<file path="src/rtl/dac_spi_writer_if.sv">
// Write-side handshake bundle for the DAC SPI writer: one word per valid/ready.
interface dac_spi_writer_if #(
    parameter int DATA_WIDTH = 16
) ();
    logic [DATA_WIDTH-1:0] wdat;
    logic                  wvalid;
    logic                  wready;

    modport master (output wdat, output wvalid, input wready);
    modport slave  (input wdat, input wvalid, output wready);
endinterface

</file>
<file path="src/rtl/dac_spi_writer.sv">
// Write-only SPI master (mode 0) for the VCO tuning DAC. It accepts one word
// into a single holding register, shifts frames out MSB first, and optionally
// strobes ldacn after each frame. All outputs come straight from flops.
module dac_spi_writer #(
    parameter int DATA_WIDTH = 16,
    parameter int SCK_DIV    = 2,
    parameter int CS_SETUP   = 1,
    parameter int CS_HOLD    = 1,
    parameter int CS_GAP     = 2,
    parameter bit LDAC_EN    = 1'b1,
    parameter int LDAC_WIDTH = 2
) (
    input  logic             clk,
    input  logic             arstn,
    dac_spi_writer_if.slave  wr,
    output logic             sck,
    output logic             mosi,
    output logic             csn,
    output logic             ldacn,
    output logic             busy,
    output logic             frame_done
);

    function automatic int max2(input int a, input int b);
        return (a > b) ? a : b;
    endfunction

    localparam int CNT_MAX = max2(max2(max2(SCK_DIV, CS_SETUP), max2(CS_HOLD, CS_GAP)), LDAC_WIDTH);
    localparam int CNT_W   = $clog2(CNT_MAX + 1);
    localparam int BIT_W   = $clog2(DATA_WIDTH + 1);

    localparam logic [CNT_W-1:0] CNT_ONE    = CNT_W'(1);
    localparam logic [CNT_W-1:0] SCK_LAST   = CNT_W'(SCK_DIV - 1);
    localparam logic [CNT_W-1:0] SETUP_LAST = CNT_W'(CS_SETUP - 1);
    localparam logic [CNT_W-1:0] HOLD_LAST  = CNT_W'(CS_HOLD - 1);
    localparam logic [CNT_W-1:0] GAP_LAST   = CNT_W'(CS_GAP - 1);
    localparam logic [CNT_W-1:0] LDAC_LAST  = CNT_W'(LDAC_WIDTH - 1);
    localparam logic [BIT_W-1:0] BIT_ONE    = BIT_W'(1);
    localparam logic [BIT_W-1:0] BIT_LAST   = BIT_W'(DATA_WIDTH - 1);

    typedef enum logic [2:0] {
        S_IDLE, S_SETUP, S_SHIFT, S_HOLD, S_LDAC, S_GAP
    } state_t;

    state_t                  state_reg, state_next;
    logic [CNT_W-1:0]        cnt_reg, cnt_next;
    logic [BIT_W-1:0]        bit_reg, bit_next;
    logic [DATA_WIDTH-1:0]   shift_reg, shift_next;
    logic [DATA_WIDTH-1:0]   hold_reg, hold_next;
    logic                    full_reg, full_next;
    logic                    sck_reg, sck_next;
    logic                    csn_reg, csn_next;
    logic                    ldacn_reg, ldacn_next;
    logic                    done_reg, done_next;
    logic                    wready_reg;
    logic                    busy_reg;
    logic                    pull;
    logic                    accept;

    // mosi is the top of the shift register; it is cleared when the frame ends
    assign mosi       = shift_reg[DATA_WIDTH-1];
    assign sck        = sck_reg;
    assign csn        = csn_reg;
    assign ldacn      = ldacn_reg;
    assign frame_done = done_reg;
    assign busy       = busy_reg;
    assign wr.wready  = wready_reg;

    // State, counters, datapath and output flops; reset aborts any frame at once
    always_ff @(posedge clk or negedge arstn) begin
        if (!arstn) begin
            state_reg  <= S_IDLE;
            cnt_reg    <= '0;
            bit_reg    <= '0;
            shift_reg  <= '0;
            hold_reg   <= '0;
            full_reg   <= 1'b0;
            sck_reg    <= 1'b0;
            csn_reg    <= 1'b1;
            ldacn_reg  <= 1'b1;
            done_reg   <= 1'b0;
            wready_reg <= 1'b1;
            busy_reg   <= 1'b0;
        end else begin
            state_reg  <= state_next;
            cnt_reg    <= cnt_next;
            bit_reg    <= bit_next;
            shift_reg  <= shift_next;
            hold_reg   <= hold_next;
            full_reg   <= full_next;
            sck_reg    <= sck_next;
            csn_reg    <= csn_next;
            ldacn_reg  <= ldacn_next;
            done_reg   <= done_next;
            wready_reg <= !full_next;
            busy_reg   <= (state_next != S_IDLE) || full_next;
        end
    end

    // Frame sequencer: phase timing, bit shifting and next values of the pins
    always_comb begin
        state_next = state_reg;
        cnt_next   = cnt_reg;
        bit_next   = bit_reg;
        shift_next = shift_reg;
        sck_next   = sck_reg;
        csn_next   = csn_reg;
        ldacn_next = ldacn_reg;
        done_next  = 1'b0;
        pull       = 1'b0;
        case (state_reg)
            S_IDLE: begin
                if (full_reg) begin
                    pull       = 1'b1;
                    shift_next = hold_reg;
                    csn_next   = 1'b0;
                    cnt_next   = '0;
                    state_next = S_SETUP;
                end
            end
            S_SETUP: begin
                if (cnt_reg == SETUP_LAST) begin
                    cnt_next   = '0;
                    bit_next   = '0;
                    state_next = S_SHIFT;
                end else begin
                    cnt_next = cnt_reg + CNT_ONE;
                end
            end
            S_SHIFT: begin
                if (cnt_reg != SCK_LAST) begin
                    cnt_next = cnt_reg + CNT_ONE;
                end else begin
                    cnt_next = '0;
                    if (!sck_reg) begin
                        sck_next = 1'b1;
                    end else begin
                        // falling edge: next bit appears together with the low phase
                        sck_next = 1'b0;
                        if (bit_reg == BIT_LAST) begin
                            state_next = S_HOLD;
                        end else begin
                            bit_next   = bit_reg + BIT_ONE;
                            shift_next = {shift_reg[DATA_WIDTH-2:0], 1'b0};
                        end
                    end
                end
            end
            S_HOLD: begin
                if (cnt_reg == HOLD_LAST) begin
                    cnt_next   = '0;
                    csn_next   = 1'b1;
                    shift_next = '0;
                    done_next  = 1'b1;
                    if (LDAC_EN) begin
                        ldacn_next = 1'b0;
                        state_next = S_LDAC;
                    end else begin
                        state_next = S_GAP;
                    end
                end else begin
                    cnt_next = cnt_reg + CNT_ONE;
                end
            end
            S_LDAC: begin
                if (cnt_reg == LDAC_LAST) begin
                    cnt_next   = '0;
                    ldacn_next = 1'b1;
                    state_next = S_GAP;
                end else begin
                    cnt_next = cnt_reg + CNT_ONE;
                end
            end
            S_GAP: begin
                if (cnt_reg == GAP_LAST) begin
                    cnt_next   = '0;
                    state_next = S_IDLE;
                end else begin
                    cnt_next = cnt_reg + CNT_ONE;
                end
            end
            default: begin
                state_next = S_IDLE;
            end
        endcase
    end

    // Holding register: a pull needs it full, an accept needs it empty, so they never collide
    always_comb begin
        accept    = wr.wvalid && !full_reg;
        full_next = full_reg;
        hold_next = hold_reg;
        if (pull) begin
            full_next = 1'b0;
        end
        if (accept) begin
            full_next = 1'b1;
            hold_next = wr.wdat;
        end
    end

endmodule

</file>
<file path="src/flat_wrapper.sv">
// flat-port wrapper written by rule: the top's interface ports become plain ports
module dac_spi_writer_flat 
#(
    parameter int DATA_WIDTH = 16,
    parameter int SCK_DIV    = 2,
    parameter int CS_SETUP   = 1,
    parameter int CS_HOLD    = 1,
    parameter int CS_GAP     = 2,
    parameter bit LDAC_EN    = 1'b1,
    parameter int LDAC_WIDTH = 2
)
  (clk, arstn, sck, mosi, csn, ldacn, busy, frame_done, wr_wdat, wr_wvalid, wr_wready);
  dac_spi_writer_if #(.DATA_WIDTH(DATA_WIDTH)) wr_i ();
  input  logic clk;
  input  logic arstn;
  output logic sck;
  output logic mosi;
  output logic csn;
  output logic ldacn;
  output logic busy;
  output logic frame_done;
  input wire logic [$bits(wr_i.wdat)-1:0] wr_wdat;
  input wire logic [$bits(wr_i.wvalid)-1:0] wr_wvalid;
  output wire logic [$bits(wr_i.wready)-1:0] wr_wready;
  assign wr_i.wdat = wr_wdat;
  assign wr_i.wvalid = wr_wvalid;
  assign wr_wready = wr_i.wready;
  dac_spi_writer #(.DATA_WIDTH(DATA_WIDTH), .SCK_DIV(SCK_DIV), .CS_SETUP(CS_SETUP), .CS_HOLD(CS_HOLD), .CS_GAP(CS_GAP), .LDAC_EN(LDAC_EN), .LDAC_WIDTH(LDAC_WIDTH)) u_core (.clk(clk), .arstn(arstn), .wr(wr_i), .sck(sck), .mosi(mosi), .csn(csn), .ldacn(ldacn), .busy(busy), .frame_done(frame_done));
endmodule
</file>
<file path="config.mk">
export PLATFORM = sky130hd
export DESIGN_NAME = dac_spi_writer_flat
export DESIGN_NICKNAME = d
export VERILOG_FILES = /design/src/rtl/dac_spi_writer_if.sv /design/src/rtl/dac_spi_writer.sv /design/src/flat_wrapper.sv
export SDC_FILE = /design/constraint.sdc
export NUM_CORES = 1
export LEC_CHECK = 0
export BUFFER_PORTS_ARGS = -buffer_cell sky130_fd_sc_hd__clkbuf_2
export CORE_MARGIN = 4
export CORE_UTILIZATION = 55
export DETAILED_ROUTE_END_ITERATION = 10
export PLACE_DENSITY = 0.75
export SLEW_MARGIN = 20
export SYNTH_ARGS = -nofsm -noshare
export SYNTH_HDL_FRONTEND = slang
export SYNTH_SLANG_ARGS = --single-unit
</file>
<file path="constraint.sdc">
create_clock -name clk -period 3 [get_ports clk]
set_clock_uncertainty 0.05 [all_clocks]
set_input_delay 0 -clock clk [delete_from_list [all_inputs] [get_ports clk]]
set_output_delay 0 -clock clk [all_outputs]
set_load 0.005 [all_outputs]
</file>
Yosys cells after proc, flatten, opt, wreduce, memory -nomap -nowiden
Index checks and enable logic that the tools add are counted.

word-level totals
  register bits = 49
  latch bits = 0
  bits in writable memories = 0
  ROM bits = 0
  input bits = 19
  memories = 0

operators by class
  add/subtract/negate cells = 2
  $mul = 0
  div/mod/pow operators = 0
  order comparisons = 0
  eq/ne operators = 15
  shift operators = 0
  muxes and demuxes = 38
  bitwise logic cells = 1
  reductions and logical operators = 20

operators with widths
  kind                 number
  $mux 16              5
  $pmux 16 s3          1
  $mux 3               8
  $mux 5               4
  $pmux 3 s6           1
  $ne 2x1->1 const B   6
  $mux 1               11
  $pmux 5 s2           1
  $mux 2               4
  $pmux 2 s4           1
  $eq 3x2->1 const B   2
  $eq 3x3->1 const B   2
  $reduce_and 3->1     2
  $reduce_and 6->1     1
  $reduce_bool 2->1    3
  $reduce_bool 3->1    2
  $add 5x1->5 const B  1
  $eq 5x4->1 const B   1
  $reduce_and 5->1     1
  $ne 2x2->1 const B   2
  $pmux 1 s2           2
  $reduce_and 2->1     2
  $reduce_bool 4->1    1
  $reduce_or 2->1      2
  9 further kinds      10

Logic depth before layout (Yosys ltp)
Gate-level depths: netlist of run 1.

  depth after elaboration = 7
  mapped depth = 9
  gate-level depth less buffers = 7

Worst setup path after synthesis of run 1
OpenSTA, ideal clock, no wires.

  path kind = register -> register
  start = reg u_core.bit_reg[0]
  end = reg u_core.shift_reg[10]
  library setup time = 0.125 ns
  arrival time = 1.912 ns
  required time = 2.825 ns
  setup slack = 0.913 ns
  cell stages (with the launch flop) = 10
  clock period less this slack = 2.087 ns
  cell sequence = dfrtp_1 > ha_1 > and3_1 > ha_1 > nand2b_1 > nor2_4 > a211o_1 > buf_6 > buf_12 > mux2_4

on the way
  word-level cells in the longest chain between the ends = 3

ends and longest elaborated chain
  what                               RTL line               source
  from (decl)                        dac_spi_writer.sv:47   logic [BIT_W-1:0] bit_reg, bit_next;
  from (signal assigned)             dac_spi_writer.sv:87   bit_reg <= bit_next;
  $eq 5x4->1                         dac_spi_writer.sv:140  if (bit_reg == BIT_LAST) begin
  $ne 2x2->1 (no source line)        --
  $reduce_and 6->1 (no source line)  --
  to (signal assigned)               dac_spi_writer.sv:88   shift_reg <= shift_next;
  to (decl)                          dac_spi_writer.sv:48   logic [DATA_WIDTH-1:0] shift_reg, shift_next;

Every way passes these cells.
A chain may end at the register's enable or synchronous reset.

Final worst setup path of run 1
  start = reg u_core.bit_reg[0]
  end = reg u_core.shift_reg[15]

The elaborated chain is that of the path after synthesis.

==> results of run 1 <==
layer usage:
layer	GRT usage	vias up
met1	0.2634	797
met3	0.04595	7
met4	0.08853	0
met2	0.3081	36
met5	0	-
li1	-	808
cell usage after synthesis (all sizes together), types with 2 or more instances:
cell type,instances,area [um^2]
a21oi,6,33.78
a221o,2,20.02
a22o,3,26.28
buf,7,57.55
clkbuf,6,22.52
dfrtp,46,1151
dfstp,3,78.83
ha,6,75.07
inv,5,18.77
mux2,33,409.1
mux2i,2,20.02
nand2,38,142.6
nand2b,2,12.51
nand3,2,10.01
nor2,11,48.80
nor2b,3,18.77
nor3,3,15.01
o21ai,20,100.1
or3,2,12.51
xnor2,2,17.52
path summary, 6_finish.rpt:
path	startpoint	endpoint	slack [ps]	depth (start not counted)
max in group asynchronous	arstn	u_core.wr.wready	1950	3
hold / removal	arstn	u_core.cnt_reg[0]	150	2
setup / recovery	u_core.bit_reg[0]	u_core.shift_reg[15]	680	8
min in group clk	wr_wvalid	u_core.wr.wready	160	4
setup reg to reg	u_core.bit_reg[0]	u_core.shift_reg[15]	680	8
hold reg to reg	u_core.csn	u_core.csn	430	2
worst register-to-register path, stage by stage (launching register included):
cell and delay (ps):
dfrtp_1 410, ha_1 220, and3_1 190, ha_1 190
nand2b_1 220, nor2_4 160, a211o_1 120, buf_4 280
mux2_2 380
final cells by class:
cell class	instances	area share
Sequential cell	49	0.4396
Multi-Input combinational cell	146	0.3815
Timing Repair Buffer	46	0.1163
Clock buffer	6	0.02594
Tap cell	50	0.02236
Inverter	6	0.008050
Clock inverter	2	0.005367
Antenna cell	1	0.0008945
logic make-up (layout without fill, tap and decap cells):
group	Yosys count	in the layout	share of synthesized area
xor+xnor	3	3	0.01095
mux	35	35	0.1788
buf+inv	19	60	0.04275
fa+ha+maj	6	6	0.03128
other cells	0	1	0
flops	49	49	0.5125
simple gates	67	67	0.1361
compound gates	35	35	0.08759
power by group through the flow:
stage | clock network [uW] | logic (uW) | registers (uW)
5_1_grt | 420 | 1460 | 1300
3_3_place_gp | 0 | 1230 | 1240
2_1_floorplan | 0 | 1180 | 1120
6_report | 388 | 1300 | 1250
3_5_place_dp | 0 | 1280 | 1250
4_1_cts | 394 | 1300 | 1240
per-stage QoR:
step / cells / worst slack (ps) / cell area [um^2]
3_5_place_dp: 280 / 712.0 / 2537
2_1_floorplan: 214 / 913.3 / 2400
6_report: 306 / 682.8 / 2798
3_3_place_gp: 280 / 813.0 / 2537
4_1_cts: 305 / 701.1 / 2795
5_1_grt: 305 / 539.9 / 2795
==> impl_metrics.csv, run 1 <==
group,metric,value,unit
timing,max_freq,0.4316,GHz
hold_path,min_path_type,"in -> async",
setup_path,slowest_stage,"dfrtp_1",
setup_path,start_kind,"flop",
place,dp_hpwl,2900,um
detailed_routing,detail_route.iter0.violations,201,
finish,multiInputGateArea,0.001067,mm^2
power_and_ir_drop,leakage,0.001300,uW
floorplan,die_area,0.005484,mm^2
logic_synthesis,synth.avg_cell_area,11.21,um^2
grt,grt_use_total,0.1974,
power_and_ir_drop,seqPwrFrac,0.425,
grt,antenna_found_initial,0,
finish,drive_gt1_frac,0.2941,
clocking,cts_sinks,49,
detailed_routing,met2_wirelength,2292,um
grt,grt_pass1_wl,8045,um
finish,final_cell_mix,"dfrtp_1 (46), nand2_1 (38), clkbuf_2 (25)",
outcome,status,"finished, final reports clean",
grt,grt_start_max_net_pins,32,
setup_path,crit_arrival,2460,ps
logic_synthesis,seq_area_frac_synth,0.5125,
power_and_ir_drop,switching_share,0.3681,
timing,worst_pin_slew,636.7,ps
floorplan,num_rows,23,
grt,grt.overflow.total,0,
clocking,cts_setup_buffers,0,
logic_synthesis,async_reset_ff_frac,1.000,
clocking,clk_latency,310,ps
detailed_routing,wl_per_cell,15.44,um
setup_path,crit_path_end_kind,"flop",
clocking,cts_made_buffers,5,
floorplan,fp.dieW,74.06,um
setup_path,cp_cell_sequence,"ha_1 -> and3_1 -> ha_1 -> nand2b_1 -> nor2_4 -> a211o_1 -> buf_4 -> mux2_2",
finish,nNetsFinal,279,
setup_path,worst_ep_required_time,3150,ps
detailed_routing,dr_wl_met3,197,um
power_and_ir_drop,pwr_density_cell,1049,mW/mm^2
finish,fill_cells,328,
timing,finalCritPeriodShare,0.7724,
detailed_routing,drc,0,
setup_path,crit_path_frequent_cell,"ha_1",
setup_path,cp_max_fo,16,
logic_synthesis,yosys_warnings,0,
floorplan,core_area,0.004115,mm^2
run,drv_cap,0,
place,gp_congestion,0.8587,
clocking,cts_root_buf,"clkbuf_8",
logic_synthesis,synth_nets,239,
floorplan,io_pins,26,
timing,finalHoldViolations,0,
timing,finalSetupViolCount,0,
power_and_ir_drop,p_sw,1081,uW
floorplan,die_h,74.06,um
logic_synthesis,synth_edf_count,0,
power_and_ir_drop,combPwrFrac,0.443,
power_and_ir_drop,finalPower,2935,uW
grt,grt_pass1_vias,1678,
logic_synthesis,ys_seq_elements,49,
detailed_routing,wl_met1,2144,um
finish,final_common_cell,"dfrtp_1",
floorplan,start_util,0.5832,
clocking,cts_resized,0,
timing,min_period,2317,ps
timing,rsz0062_at_grt,"no",
setup_path,crit_type,"reg -> reg",
finish,regArea,0.001230,mm^2
finish,fin_util,0.6798,
detailed_routing,drt_wl_total,4724,um
timing,slew_headroom,0.5755,
detailed_routing,dr.pass1.iters,4,
clocking,hold_buffers,17,
clocking,cts_max_level,2,
logic_synthesis,synth_cell_types,40,
clocking,cts_tree,"built",
setup_path,max_stage_delay,410,ps
clocking,clk_pin_slew_worst_paths,90,ps
setup_path,cpLargestDelayFamily,"simple AND/OR/NAND/NOR gates",
detailed_routing,vias_per_cell,5.386,
place,io_buffers,25,
power_and_ir_drop,ir_drop,463.8,uV
timing,final.setup.tns,0,ps
finish,syn2layout_area_growth,16.58,%
power_and_ir_drop,p_int,1855,uW
timing,fin_hold_ws,151.0,ps
detailed_routing,vias,1648,
logic_synthesis,synth_ff_type,"dfrtp_1",
clocking,clk_path_buf_depth,2,
logic_synthesis,synth_cells,214,
detailed_routing,ant_nets,0,
logic_synthesis,synth_area,0.002400,mm^2
power_and_ir_drop,clkPwrFrac,0.132,
setup_path,path_buf_inv,1,
timing,maxSlewViolCount,0,
detailed_routing,maxUsedRoutingLayer,"met4",
(Power assumes the default switching activity.)
==> inputs of run 2 (changes only) <==
CORE_UTILIZATION = 52   (was 55)
clock period = 2 ns   (was 3 ns; I/O delays follow)
==> impl_metrics.csv, run 2 (synthesized netlist as in run 1, its figures left out) <==
group,metric,value,unit
place,gp_congestion,0.7876,
finish,fin_cells,319,
setup_path,start_kind,"flop",
timing,finalCritPeriodShare,0.9792,
power_and_ir_drop,pwr_density_cell,1615,mW/mm^2
place,io_buffers,25,
clocking,clk_pin_slew_worst_paths,90,ps
setup_path,worstReg2RegEnd,"u_core.shift_reg[10]",
outcome,status,"finished, final reports clean",
setup_path,reg2reg_slack,40,ps
detailed_routing,dr.pass1.iters,4,
timing,finalSetupViolCount,0,
setup_path,worst_ep_required_time,2140,ps
timing,rsz0062_at_grt,"yes",
hold_path,min_path_type,"in -> async",
floorplan,die_area,0.005766,mm^2
clocking,cts_root_buf,"clkbuf_8",
grt,grt_pass1_vias,1687,
clocking,cts_sinks,49,
clocking,cts_tree,"built",
setup_path,crit_type,"reg -> reg",
clocking,cts_made_buffers,5,
finish,fill_cells,330,
place,dp_cells,292,
setup_path,crit_arrival,2100,ps
finish,nNetsFinal,291,
finish,drive_gt1_frac,0.3446,
floorplan,num_rows,24,
detailed_routing,wl_per_cell,14.29,um
run,drv_cap,0,
power_and_ir_drop,leakage,0.001387,uW
detailed_routing,drt_wl_total,4558,um
clocking,cts_max_level,2,
clocking,cts_setup_buffers,0,
setup_path,crit_path_end_kind,"flop",
finish,syn2layout_area_growth,24.56,%
finish,fin_util,0.6772,
timing,worst_pin_slew,736.6,ps
timing,finalHoldViolations,0,
grt,grt_pass1_wl,8017,um
detailed_routing,vias,1681,
floorplan,core_area,0.004414,mm^2
floorplan,io_pins,26,
detailed_routing,vias_per_cell,5.270,
place,dp_hpwl,3017,um
finish,final_cell_mix,"dfrtp_1 (46), nand2_1 (38), clkbuf_2 (25)",
floorplan,start_util,0.5437,
grt,antenna_found_initial,0,
detailed_routing,ant_nets,0,
timing,slew_headroom,0.5090,
floorplan,fp.dieW,75.94,um
power_and_ir_drop,ir_drop,777.5,uV
finish,final_common_cell,"dfrtp_1",
grt,grt_use_total,0.1702,
timing,min_period,1958,ps
detailed_routing,detail_route.iter0.violations,63,
detailed_routing,drc,0,
timing,maxSlewViolCount,0,
clocking,clk_path_buf_depth,2,
grt,grt_start_max_net_pins,32,
setup_path,cp_max_fo,8,
finish,antenna_cells,0,
grt,grt.overflow.total,0,
floorplan,die_h,75.94,um
clocking,clk_latency,300,ps
timing,max_freq,0.5106,GHz
setup_path,ff2ff_path_depth,8,
setup_path,reg2reg_from,"u_core.bit_reg[0]",
-- run 2: how the worst max path moves through the flow --
stage | cells after the start | slack (ps) | end | from
5_1_grt | 8 | -20 | u_core.shift_reg[10] | u_core.bit_reg[1]
6_report | 8 | 40 | u_core.shift_reg[10] | u_core.bit_reg[0]
3_5_place_dp | 8 | 20 | u_core.shift_reg[14] | u_core.bit_reg[1]
3_3_place_gp | 8 | 50 | u_core.shift_reg[14] | u_core.bit_reg[1]
4_1_cts | 8 | 20 | u_core.shift_reg[14] | u_core.bit_reg[1]
2_1_floorplan | 9 | 4 | u_core.shift_reg[10] | u_core.bit_reg[1]
-- run 2: area by class of cell --
type / instances / area, um^2 / area share
Clock buffer: 6 / 82.58 / 0.02763
Clock inverter: 2 / 37.54 / 0.01256
Inverter: 6 / 22.52 / 0.007535
Multi-Input combinational cell: 146 / 1104 / 0.3692
Sequential cell: 49 / 1230 / 0.4115
Tap cell: 52 / 65.06 / 0.02177
Timing Repair Buffer: 58 / 447.9 / 0.1499
-- run 2: worst max-delay path, stage by stage, from the launching register on --
cell,delay [ps]
dfrtp_1,360
ha_2,180
and3_4,190
ha_4,130
nand2b_4,130
nor2_4,40
a211o_4,290
clkbuf_16,180
mux2_4,300
-- run 2: where the power goes --
part,switching (uW),leakage [uW],internal (uW)
combinational,977,0.000734,1290
sequential,357,0.000596,1470
clock,328,0.0000574,407
total,1660,0.00139,3170
-- run 2: repair_timing --
| action | 4_1_cts | 5_1_grt |
|---|---|---|
| hold buffers | 18 | 0 |
| endpoints found under the setup margin | 0 | 15 |
| endpoints found under the hold margin | 41 | 0 |
| gates resized for setup | 0 | 1 |
-- run 2: through the flow --
step	setup WS (ps)	power [uW]	TNS [ps]	instance area (um^2)	hold WS [ps]
2_1_floorplan	4.299	3469	0	2427	-345.6
3_3_place_gp	54.32	3881	0	2655	49.79
3_5_place_dp	24.75	3975	0	2655	43.76
4_1_cts	16.43	4738	0	2955	249.1
5_1_grt	-21.16	5179	-110.1	2989	309.6
6_report	41.64	4828	0	2989	232.7
-- run 2: layer usage --
layer / track usage / routed length [um]
met1: 0.2280 / 2127
met2: 0.2663 / 2175
met3: 0.03791 / 178
met4: 0.06940 / 77
met5: 0 / 0
